[src/rtl/wasm_mem_access_unit_pkg.sv]
// rtl/wasm_mem_access_unit_pkg.sv - shared types and helpers for the wasm memory access front-end
package wasm_mem_access_unit_pkg;

  localparam int unsigned MEMORY_PAGES = 16;
  localparam logic [31:0] GROW_FAIL    = 32'hFFFF_FFFF;

  typedef enum logic [3:0] {
    MEM_OP_NONE,
    MEM_LOAD_I32,
    MEM_LOAD_I64,
    MEM_LOAD_8S,
    MEM_LOAD_8U,
    MEM_LOAD_16S,
    MEM_LOAD_16U,
    MEM_STORE_I32,
    MEM_STORE_I64,
    MEM_STORE_I8,
    MEM_STORE_I16
  } mem_op_t;

  typedef enum logic [1:0] {
    TRAP_NONE,
    TRAP_OUT_OF_BOUNDS,
    TRAP_UNREACHABLE,
    TRAP_DIV_ZERO
  } trap_t;

  typedef enum logic [1:0] {
    MREQ_LOAD,
    MREQ_STORE,
    MREQ_SIZE,
    MREQ_GROW
  } mem_req_kind_t;

  typedef enum logic [1:0] {
    MACC_IDLE,
    MACC_ACCESS,
    MACC_WAIT,
    MACC_RESP
  } mem_acc_state_t;

  function automatic logic is_load_op(mem_op_t op);
    return op inside {MEM_LOAD_I32, MEM_LOAD_I64, MEM_LOAD_8S, MEM_LOAD_8U,
                      MEM_LOAD_16S, MEM_LOAD_16U};
  endfunction

  function automatic logic is_store_op(mem_op_t op);
    return op inside {MEM_STORE_I32, MEM_STORE_I64, MEM_STORE_I8, MEM_STORE_I16};
  endfunction

endpackage

[src/rtl/wasm_mem_access_unit.sv]
// rtl/wasm_mem_access_unit.sv - single-outstanding load/store/size/grow sequencer in front of linear memory
module wasm_mem_access_unit
  import wasm_mem_access_unit_pkg::*;
#(
  parameter int unsigned MAX_PAGES = MEMORY_PAGES
) (
  input  logic          clk,
  input  logic          rst,
  input  logic          req_valid,
  output logic          req_ready,
  input  mem_req_kind_t req_kind,
  input  mem_op_t       req_op,
  input  logic [31:0]   req_base,
  input  logic [31:0]   req_offset,
  input  logic [63:0]   req_wdata,
  input  logic [31:0]   req_grow_pages,
  output logic          rsp_valid,
  input  logic          rsp_ready,
  output logic [63:0]   rsp_data,
  output trap_t         rsp_trap,
  output logic          mem_rd_en,
  output logic [31:0]   mem_rd_addr,
  output mem_op_t       mem_rd_op,
  input  logic [63:0]   mem_rd_data,
  input  logic          mem_rd_valid,
  output logic          mem_wr_en,
  output logic [31:0]   mem_wr_addr,
  output mem_op_t       mem_wr_op,
  output logic [63:0]   mem_wr_data,
  input  logic          mem_wr_valid,
  output logic          mem_grow_en,
  output logic [31:0]   mem_grow_pages,
  input  logic [31:0]   mem_current_pages,
  input  logic [31:0]   mem_grow_result,
  input  trap_t         mem_trap
);

  localparam logic [31:0] MAX_PAGES_W = 32'(MAX_PAGES);

  mem_acc_state_t state;
  mem_req_kind_t  lat_kind;
  mem_op_t        lat_op;
  logic [31:0]    lat_addr;
  logic [63:0]    lat_wdata;
  logic [31:0]    lat_grow_pages;
  logic [32:0]    ea33;

  // Carry out of bit 31 means the wasm effective address left the 4 GiB space.
  assign ea33 = {1'b0, req_base} + {1'b0, req_offset};

  assign req_ready      = (state == MACC_IDLE);
  assign rsp_valid      = (state == MACC_RESP);
  assign mem_rd_addr    = lat_addr;
  assign mem_rd_op      = lat_op;
  assign mem_wr_addr    = lat_addr;
  assign mem_wr_op      = lat_op;
  assign mem_wr_data    = lat_wdata;
  assign mem_grow_pages = lat_grow_pages;

  always_ff @(posedge clk or posedge rst) begin
    if (rst) begin
      state          <= MACC_IDLE;
      lat_kind       <= MREQ_LOAD;
      lat_op         <= MEM_OP_NONE;
      lat_addr       <= '0;
      lat_wdata      <= '0;
      lat_grow_pages <= '0;
      rsp_data       <= '0;
      rsp_trap       <= TRAP_NONE;
      mem_rd_en      <= 1'b0;
      mem_wr_en      <= 1'b0;
      mem_grow_en    <= 1'b0;
    end else begin
      case (state)
        MACC_IDLE: begin
          if (req_valid) begin
            lat_kind       <= req_kind;
            lat_op         <= req_op;
            lat_addr       <= ea33[31:0];
            lat_wdata      <= req_wdata;
            lat_grow_pages <= req_grow_pages;
            rsp_data       <= '0;
            rsp_trap       <= TRAP_NONE;
            case (req_kind)
              MREQ_LOAD, MREQ_STORE: begin
                if (ea33[32]) begin
                  rsp_trap <= TRAP_OUT_OF_BOUNDS;
                  state    <= MACC_RESP;
                end else begin
                  mem_rd_en <= (req_kind == MREQ_LOAD);
                  mem_wr_en <= (req_kind == MREQ_STORE);
                  state     <= MACC_ACCESS;
                end
              end
              MREQ_SIZE: begin
                rsp_data <= {32'b0, mem_current_pages};
                state    <= MACC_RESP;
              end
              default: begin
                // Oversized deltas are refused here so memory never sees a wrapping page sum.
                if (req_grow_pages > MAX_PAGES_W) begin
                  rsp_data <= {32'b0, GROW_FAIL};
                  state    <= MACC_RESP;
                end else begin
                  mem_grow_en <= 1'b1;
                  state       <= MACC_ACCESS;
                end
              end
            endcase
          end
        end
        MACC_ACCESS: begin
          mem_rd_en   <= 1'b0;
          mem_wr_en   <= 1'b0;
          mem_grow_en <= 1'b0;
          case (lat_kind)
            MREQ_LOAD: begin
              rsp_trap <= mem_trap;
              rsp_data <= (mem_trap == TRAP_NONE && mem_rd_valid) ? mem_rd_data : '0;
              state    <= MACC_RESP;
            end
            MREQ_STORE: begin
              rsp_trap <= mem_trap;
              state    <= (mem_trap != TRAP_NONE) ? MACC_RESP : MACC_WAIT;
            end
            MREQ_GROW: state <= MACC_WAIT;
            default:   state <= MACC_RESP;
          endcase
        end
        MACC_WAIT: begin
          if (lat_kind == MREQ_STORE) begin
            rsp_trap <= mem_wr_valid ? TRAP_NONE : TRAP_OUT_OF_BOUNDS;
          end else if (lat_kind == MREQ_GROW) begin
            rsp_data <= {32'b0, mem_grow_result};
          end
          state <= MACC_RESP;
        end
        default: begin
          if (rsp_ready) state <= MACC_IDLE;
        end
      endcase
    end
  end

endmodule

[config.mk]
export PLATFORM = sky130hd
export DESIGN_NAME = wasm_mem_access_unit
export DESIGN_NICKNAME = d
export VERILOG_FILES = /design/src/rtl/wasm_mem_access_unit_pkg.sv /design/src/rtl/wasm_mem_access_unit.sv
export SDC_FILE = /design/constraint.sdc
export NUM_CORES = 1
export LEC_CHECK = 0
export BUFFER_PORTS_ARGS = -buffer_cell sky130_fd_sc_hd__buf_2
export CAP_MARGIN = 10
export CORE_AREA = 2 2 210 212
export DETAILED_ROUTE_END_ITERATION = 8
export DIE_AREA = 0 0 212 214
export PLACE_DENSITY_LB_ADDON = 0.12
export SLEW_MARGIN = 20
export SYNTH_ARGS = -nofsm -noshare
export SYNTH_HDL_FRONTEND = slang
export SYNTH_SLANG_ARGS = --single-unit
[constraint.sdc]
create_clock -name clk -period 10.45 [get_ports clk]
set_clock_uncertainty 0.05 [all_clocks]
set_input_delay 1.045 -clock clk [delete_from_list [all_inputs] [get_ports clk]]
set_output_delay 1.045 -clock clk [all_outputs]
set_load 0.01 [all_outputs]
---- Word-level counts from Yosys, hierarchy flattened ----
Cells that the tools add are included.
cells by class
  $add $sub $neg .......................... 1
  $lt $le $gt $ge ......................... 1
  equality and inequality tests ........... 17
  mux-type cells .......................... 35
  reduce and logical (&&, ||, !) cells .... 18
operators by type and width
  operator               count
  $mux W64               5
  $pmux W64 S3           1
  $pmux W32 S2           1
  $add A32 B32 Y33       1
  $gt A32 B5 Y1 const B  1
  $mux W32               1
  $ne A2 B2 Y1 const B   8
  $mux W2                7
  $mux W1                13
  $pmux W2 S3            2
  $reduce_and A4 Y1      3
  $eq A2 B2 Y1 const B   4
  $logic_not A2 Y1       4
  $pmux W1 S2            4
  $eq A2 B1 Y1 const B   3
  $reduce_and A5 Y1      1
  $ne A2 B1 Y1 const B   2
  $pmux W2 S2            1
  $reduce_and A2 Y1      2
  $reduce_bool A2 Y1     2
  $reduce_bool A4 Y1     1
  $reduce_or A2 Y1       2
  $reduce_bool A3 Y1     1
  $reduce_or A3 Y1       1
  $logic_and A1 B1 Y1    1
storage, ports and cells
  register bits ........................... 205
  input port bits ......................... 302
  output and inout bits ................... 239
  word-level logic and storage cells ...... 83

---- Longest topological paths before layout ----
Gate-level depths: netlist of run 1.
  depth in word-level cells ............... 5
  gate-level depth with buffers ........... 10

---- Worst setup path before layout of run 1 ----
OpenSTA, ideal clock, no wires.
  path type ............................... in2reg
  from .................................... in req_base[0]
  to ...................................... reg lat_addr[30], in the netlist mem_rd_addr[30]
  setup time .............................. 0.095 ns
  data arrival time ....................... 3.324 ns
  data required time ...................... 10.305 ns
  path slack .............................. 6.981 ns
  stages .................................. 10
  buffers on the path ..................... 0
  cells stage by stage .................... ha_1 fa_1 a211o_1 a211oi_2 o31ai_2 o221ai_2 a31oi_2 o311a_1 o21a_1 o31ai_1
on the way
  cells in the longest elaborated chain, start to end .. 1
ends and longest elaborated chain
  item                  line                        text
  start, declared       wasm_mem_access_unit.sv:13  input logic [31:0] req_base,
  $add A32 B32 Y33      wasm_mem_access_unit.sv:49  assign ea33 = {1'b0, req_base} + {1'b0, req_offset};
  end signal, assigned  wasm_mem_access_unit.sv:79  lat_addr <= ea33[31:0];
  end, declared         wasm_mem_access_unit.sv:43  logic [31:0] lat_addr;
Every way passes these cells.
A chain may end at the register's enable or synchronous reset.

---- Worst setup path in the final report of run 1 ----
Ends and elaborated chain as after synthesis.

==> impl_metrics.toml, run 1 <==
[synth]
synth.net_count = 1316
synth_edf_count = 0
syn_inst = 977
async_flop_share = 1.00
ys_warn_count = 0
synth.distinct_cells = 57
syn_area_sq_mm = 0.0103
ys_ff_latch = 205
avgSynthCellArea_sq_um = 10.5
synth_ff_type = "dfrtp_1"
yosysSeqAreaShare = 0.500

[timing]
slew_viol_final = 0
finalCritPeriodShare = 0.324
timing.hold.ws_ns = 0.421
setup_tns_ns = 0
hold_viol = 0
max_slew_margin = 0.393
worst_slack_ns = 7.06
setup_viol = 0
fmax_ghz = 0.295
grt_setup_unrepaired = "no"
tightest_slew_ns = 0.911
period_needed_ns = 3.39

[floorplan]
die_h_um = 214
start_util = 0.239
core_area_sq_mm = 0.0429
die_area_sq_mm = 0.0454
rows = 76
die_x_um = 212
io_pins = 541

[placed_design]
dp_slack_ns = 6.52
dp_cells = 2014
place.gp.congestion = 0.787
numPortBuffers = 540
dp_hpwl_um = 30900

[worst_setup_path]
end_kind = "flip-flop"
worstSetupPathType = "in -> reg"
path_buf_inv = 1
r2r-start = "state[0]$_DFFE_PP0P_"
r2r_end = "mem_grow_pages[1]$_DFFE_PP0P_"
r2r_slack_ns = 7.35
crit_chain = "buf_2 > ha_1 > fa_1 > a211o_1 > a211oi_2 > o31ai_2 > o221ai_2 > a31oi_2 > o311a_1 > o21a_1 > o31ai_1"
worst_path_max_delay_cell = "fa_1"
r2r_cells = 5
required_ns = 10.85
start_kind = "input pin"
crit_fanout = 4
slowest_delay_ns = 0.43
cp.arrival_ns = 3.79
crit_family = "compound AO/OA/AOI/OAI gates"

[cts]
postCtsHoldBufs = 0
cts_buffer_depth = 3
cts_tree = "built"
cts_made_buffers = 27
cts_root_buf = "clkbuf_16"
cts_sinks = 205
postCtsSetupRepairBufs = 0
clk_latency_ns = 0.54
htreeDepth = 1
cts_resized = 0
path_clk_slew_ns = 0.06

[power]
clkPwrFrac = 0.233
p_leak_nw = 7.02
p_seq_frac = 0.319
p_sw_mw = 1.66
vdd_drop_max_v = 0.000214
swShare = 0.396
power.density_mw_per_mm2 = 294
p_comb_frac = 0.448
p_int_mw = 2.53

[worst_hold_path]
min_to = "rsp_data[9]$_DFFE_PP0P_"
holdPathStages = 2
hp-class = "reg -> reg"
hold_path.startpoint = "rsp_data[9]$_DFFE_PP0P_"

[final_layout]
layout.nets = 1797
fin_cells = 2069
final_core_util = 0.333
fillCellCount = 4593
area_growth_pct = 39.1
drive_above_1_share = 0.481

[drt]
totalWireLength_um = 39800
drc = 0
vias_per_cell = 4.49
post_drt_wl_per_cell_um = 19.2
first_pass_iters = 5
postRouteAntennaNets = 0
num_vias = 9297
first_iter_violations = 528

[run]
maxCapViolCount = 0

[grt]
antenna_found_initial = 12
grt_max_degree = 129
grt_pass1_wl_um = 58600
grt_use_total = 0.169
grt_pass1_vias = 9453
overflow = 0

[run_status]
outcome = "complete, no violations"
==> cell families (layout without fill, tap and decap cells) <==
group                      after synthesis  after routing  share of synthesized area
AOI/OAI and AO/OA                      274            274                      0.173
DFF                                    205            205                      0.500
and+or+nand+nor                        220            220                     0.0918
other                                    0              7                          0
buffers and inverters                  112            612                     0.0545
adders and majority gates               37             37                     0.0458
xor gates and xnor gates                27             27                     0.0230
muxes                                  102            102                      0.112
==> state kept, by name, summed over array words and instances (netlist names) <==
register	flops
lat_kind	2
mem_rd_en	1
rsp_data	64
mem_wr_data	64
mem_rd_op	4
state	2
mem_rd_addr	32
mem_grow_pages	32
rsp_trap	2
mem_grow_en	1
mem_wr_en	1
==> cell usage in the layout (no fill, tap or decap), drive strengths merged, types with 2 or more instances in the layout <==
cell type / count
a211oi: 4
a21boi: 4
a21o: 14
a21oi: 63
a221oi: 32
a31oi: 9
a41oi: 4
and2: 3
and3: 5
and4: 2
buf: 552
bufinv: 3
clkbuf: 41
clkinv: 2
clkinvlp: 2
dfrtp: 205
diode: 7
ha: 36
inv: 12
mux2: 102
nand2: 149
nand2b: 2
nand3: 10
nand4: 4
nor2: 20
nor2b: 7
nor3: 7
nor4: 7
o2111ai: 2
o211ai: 3
o21a: 5
o21ai: 82
o2bb2ai: 2
o31ai: 37
or4: 2
xnor2: 11
xor2: 16
==> tightest hold or removal path: stages (launching register included) <==
cell and delay [ns]:
dfrtp_1 0.33, nand2_1 0.05, o31ai_1 0.05
==> power groups by stage <==
stage	clock, mW	combinational [mW]	sequential [mW]
after floorplan	0	1.05	1.48
after global placement	0	1.91	1.34
after detailed placement	0	1.91	1.35
after CTS	1.02	1.91	1.34
after global routing	1.05	2.06	1.39
final	0.977	1.88	1.34
==> worst max path at each step <==
stage	to	cells past startpoint	from	slack, ns
floorplan	lat_kind[0]$_DFFE_PP0P_	1	rst	3.76
CTS	mem_rd_addr[30]$_DFFE_PP0P_	11	req_base[0]	7.09
global placement	mem_rd_addr[25]$_DFFE_PP0P_	10	req_offset[4]	6.52
detailed placement	mem_rd_addr[30]$_DFFE_PP0P_	11	req_base[0]	6.52
finish	mem_rd_addr[30]$_DFFE_PP0P_	11	req_base[0]	7.06
global route	mem_rd_addr[30]$_DFFE_PP0P_	11	req_base[0]	6.88
==> per-layer routing <==
layer | wire, um | up-vias | track usage
li1 | - | 4465 | -
met5 | 72 | - | 0
met1 | 15800 | 4396 | 0.195
met4 | 673 | 10 | 0.0390
met2 | 19500 | 374 | 0.296
met3 | 3760 | 52 | 0.0598
==> layout make-up <==
type / count / area (sq um) / share of cell area
flip-flops and latches: 205 / 5130 / 0.359
inverters: 12 / 52.6 / 0.00368
repair buffers: 552 / 2800 / 0.196
clock inverters: 7 / 119 / 0.00833
multi-input cells: 660 / 4600 / 0.323
well taps: 585 / 732 / 0.0513
diodes: 7 / 17.5 / 0.00123
clock buffers: 41 / 818 / 0.0573
==> synth_stat cells, types with 3 or more instances <==
master,n,area (sq um)
dfrtp_1,205,5130
nand2_1,149,559
mux2_2,102,1150
o21ai_0,81,405
a21oi_1,63,315
clkbuf_1,58,218
buf_4,36,270
ha_1,36,450
o31ai_1,36,270
a221oi_1,32,280
nor2_1,20,75.1
xor2_1,16,140
a21o_1,14,105
inv_1,11,41.3
xnor2_1,11,96.3
nand3_1,10,50.1
a31oi_1,8,50.1
nor2b_1,7,43.8
nor3_1,7,35.0
nor4_1,7,43.8
and3_1,5,31.3
o21a_1,5,37.5
a41oi_1,4,35.0
nand4_1,4,25.0
a211oi_1,3,22.5
a21boi_0,3,22.5
and2_1,3,18.8
buf_1,3,11.3
buf_2,3,15.0
o211ai_1,3,22.5
==> through the flow <==
| step | total power, mW | area, sq um |
|---|---|---|
| 4_1_cts | 4.27 | 14200 |
| 3_5_place_dp | 3.26 | 13300 |
| 2_1_floorplan | 2.53 | 10300 |
| 5_1_grt | 4.49 | 14300 |
| 6_report | 4.19 | 14300 |
| 3_3_place_gp | 3.25 | 13300 |
(Power assumes the default switching activity.)
==> inputs of run 2 (changes only) <==
==> constraint.sdc (replaced) <==
create_clock -name clk -period 2.85 [get_ports clk]
set_clock_uncertainty 0.05 [all_clocks]
set_input_delay 0.285 -clock clk [delete_from_list [all_inputs] [get_ports clk]]
set_output_delay 0.285 -clock clk [all_outputs]
set_load 0.01 [all_outputs]
==> impl_metrics.toml, run 2 (synthesis gave the netlist of run 1 again) <==
[final_layout]
layout.nets = 1970
area_growth_pct = 55.6
final_common_cell = "buf_2"
final-seq-area_sq_mm = 0.00513
fin_area_sq_mm = 0.0160
multi_input_area_sq_mm = 0.00460
layout_common_cells = "buf_2 (540), dfrtp_1 (205), nand2_1 (148), dlygate4sd3_1 (140), mux2_2 (102)"
fin_cells = 2237
fillCellCount = 4404
drive_above_1_share = 0.452

[timing]
max_slew_margin = 0.556
slew_viol_final = 0
finalCritPeriodShare = 0.919
tightest_slew_ns = 0.665
fmax_ghz = 0.382
hold_viol = 0
setup_viol = 0
timing.hold.ws_ns = 0.0394
grt_setup_unrepaired = "no"
period_needed_ns = 2.62

[worst_setup_path]
end_kind = "flip-flop"
start_kind = "input pin"
worstSetupPathType = "in -> reg"
crit_fanout = 4
cp.arrival_ns = 2.98
required_ns = 3.21

[run_status]
outcome = "complete, no violations"

[drt]
first_iter_violations = 464
first_pass_iters = 4
post_drt_wl_per_cell_um = 17.8
totalWireLength_um = 39800
drc = 0
vias_per_cell = 4.42
num_vias = 9881
postRouteAntennaNets = 0

[grt]
grt_max_degree = 107
grt_pass1_vias = 10089
grt_use_total = 0.170
overflow = 0
grt_pass1_wl_um = 60200
antenna_found_initial = 11

[cts]
clk_latency_ns = 0.54
cts_tree = "built"
htreeDepth = 1
cts_made_buffers = 26
path_clk_slew_ns = 0.06
cts_resized = 0
cts_buffer_depth = 3
cts_sinks = 205
cts_root_buf = "clkbuf_16"

[power]
finalPower_mw = 15.6
vdd_drop_max_v = 0.000573
power.density_mw_per_mm2 = 978
p_leak_nw = 7.78

[floorplan]
start_util = 0.239
rows = 76
die_area_sq_mm = 0.0454
die_h_um = 214
io_pins = 541
core_area_sq_mm = 0.0429
die_x_um = 212

[placed_design]
dp_hpwl_um = 30700
place.gp.congestion = 0.800
numPortBuffers = 540
dp_cells = 2048
place_area_sq_mm = 0.0137

[run]
maxCapViolCount = 0

[worst_hold_path]
hp-class = "in -> reg"
==> run 2: cell types whose count changed in the layout (fill, tap and decap cells not counted), sizes merged, moves of 2 or more <==
cell / before / now
dlygate4sd3: 0 / 140
buf: 552 / 586
clkbuf: 41 / 35
clkinv: 2 / 6
diode: 7 / 5
inv: 12 / 10
==> run 2: power by group <==
part | internal [mW] | switching, mW | leakage, nW
registers | 4.18 | 0.714 | 2.54
logic | 3.22 | 4.11 | 4.80
clock network | 2.09 | 1.31 | 0.438
total | 9.49 | 6.13 | 7.78
==> run 2: worst max-delay path, cell delays in order <==
cell       delay [ns]
buf_2            0.10
ha_1             0.21
fa_1             0.44
a211o_1          0.32
a211oi_2         0.32
o31ai_2          0.16
o221ai_2         0.29
a31oi_2          0.15
buf_4            0.16
o21ai_1          0.24
a21boi_0         0.16
o2bb2ai_1        0.14
==> run 2: metal layers <==
layer  global-route usage  wire length (um)  up-vias
li1                     -                 -     4802
met1                0.199             15900     4640
met2                0.299             19300      373
met3               0.0537              3580       56
met4               0.0458               863       10
met5                    0                74        -
==> run 2: final timing paths <==
path | start | end | slack (ns) | cells after the start
worst max-delay path | req_base[0] | mem_rd_en$_DFFE_PP0P_ | 0.23 | 12
worst min-delay path | mem_current_pages[20] | rsp_data[20]$_DFFE_PP0P_ | 0.04 | 3
worst max register to register | state[1]$_DFFE_PP0P_ | mem_rd_op[0]$_DFFE_PP0P_ | 0.65 | 5
worst min register to register | rsp_data[12]$_DFFE_PP0P_ | rsp_data[12]$_DFFE_PP0P_ | 0.42 | 2
max in group asynchronous | rst | mem_rd_addr[7]$_DFFE_PP0P_ | 1.76 | 4
min in group asynchronous | rst | rsp_data[5]$_DFFE_PP0P_ | 0.15 | 3
==> run 2: area by class of cell <==
| cell class | instances | area share |
|---|---|---|
| flip-flops and latches | 205 | 0.321 |
| diodes | 5 | 0.000784 |
| repair buffers | 726 | 0.285 |
| clock inverters | 9 | 0.00627 |
| multi-input cells | 660 | 0.288 |
| well taps | 585 | 0.0459 |
| clock buffers | 35 | 0.0492 |
| inverters | 12 | 0.00306 |
==> run 2: per-stage QoR <==
step / utilization / worst slack [ns] / setup TNS (ns)
3_3_place_gp: 0.319 / -0.301 / -1.49
5_1_grt: 0.372 / 0.0559 / 0
3_5_place_dp: 0.319 / -0.326 / -1.75
6_report: 0.372 / 0.231 / 0
2_1_floorplan: - / -0.143 / -29.37
4_1_cts: 0.372 / 0.120 / 0
==> run 2: repair_timing <==
action,4_1_cts,5_1_grt
setup buffers,0,0
hold endpoints to repair,344,0
hold buffers,140,0
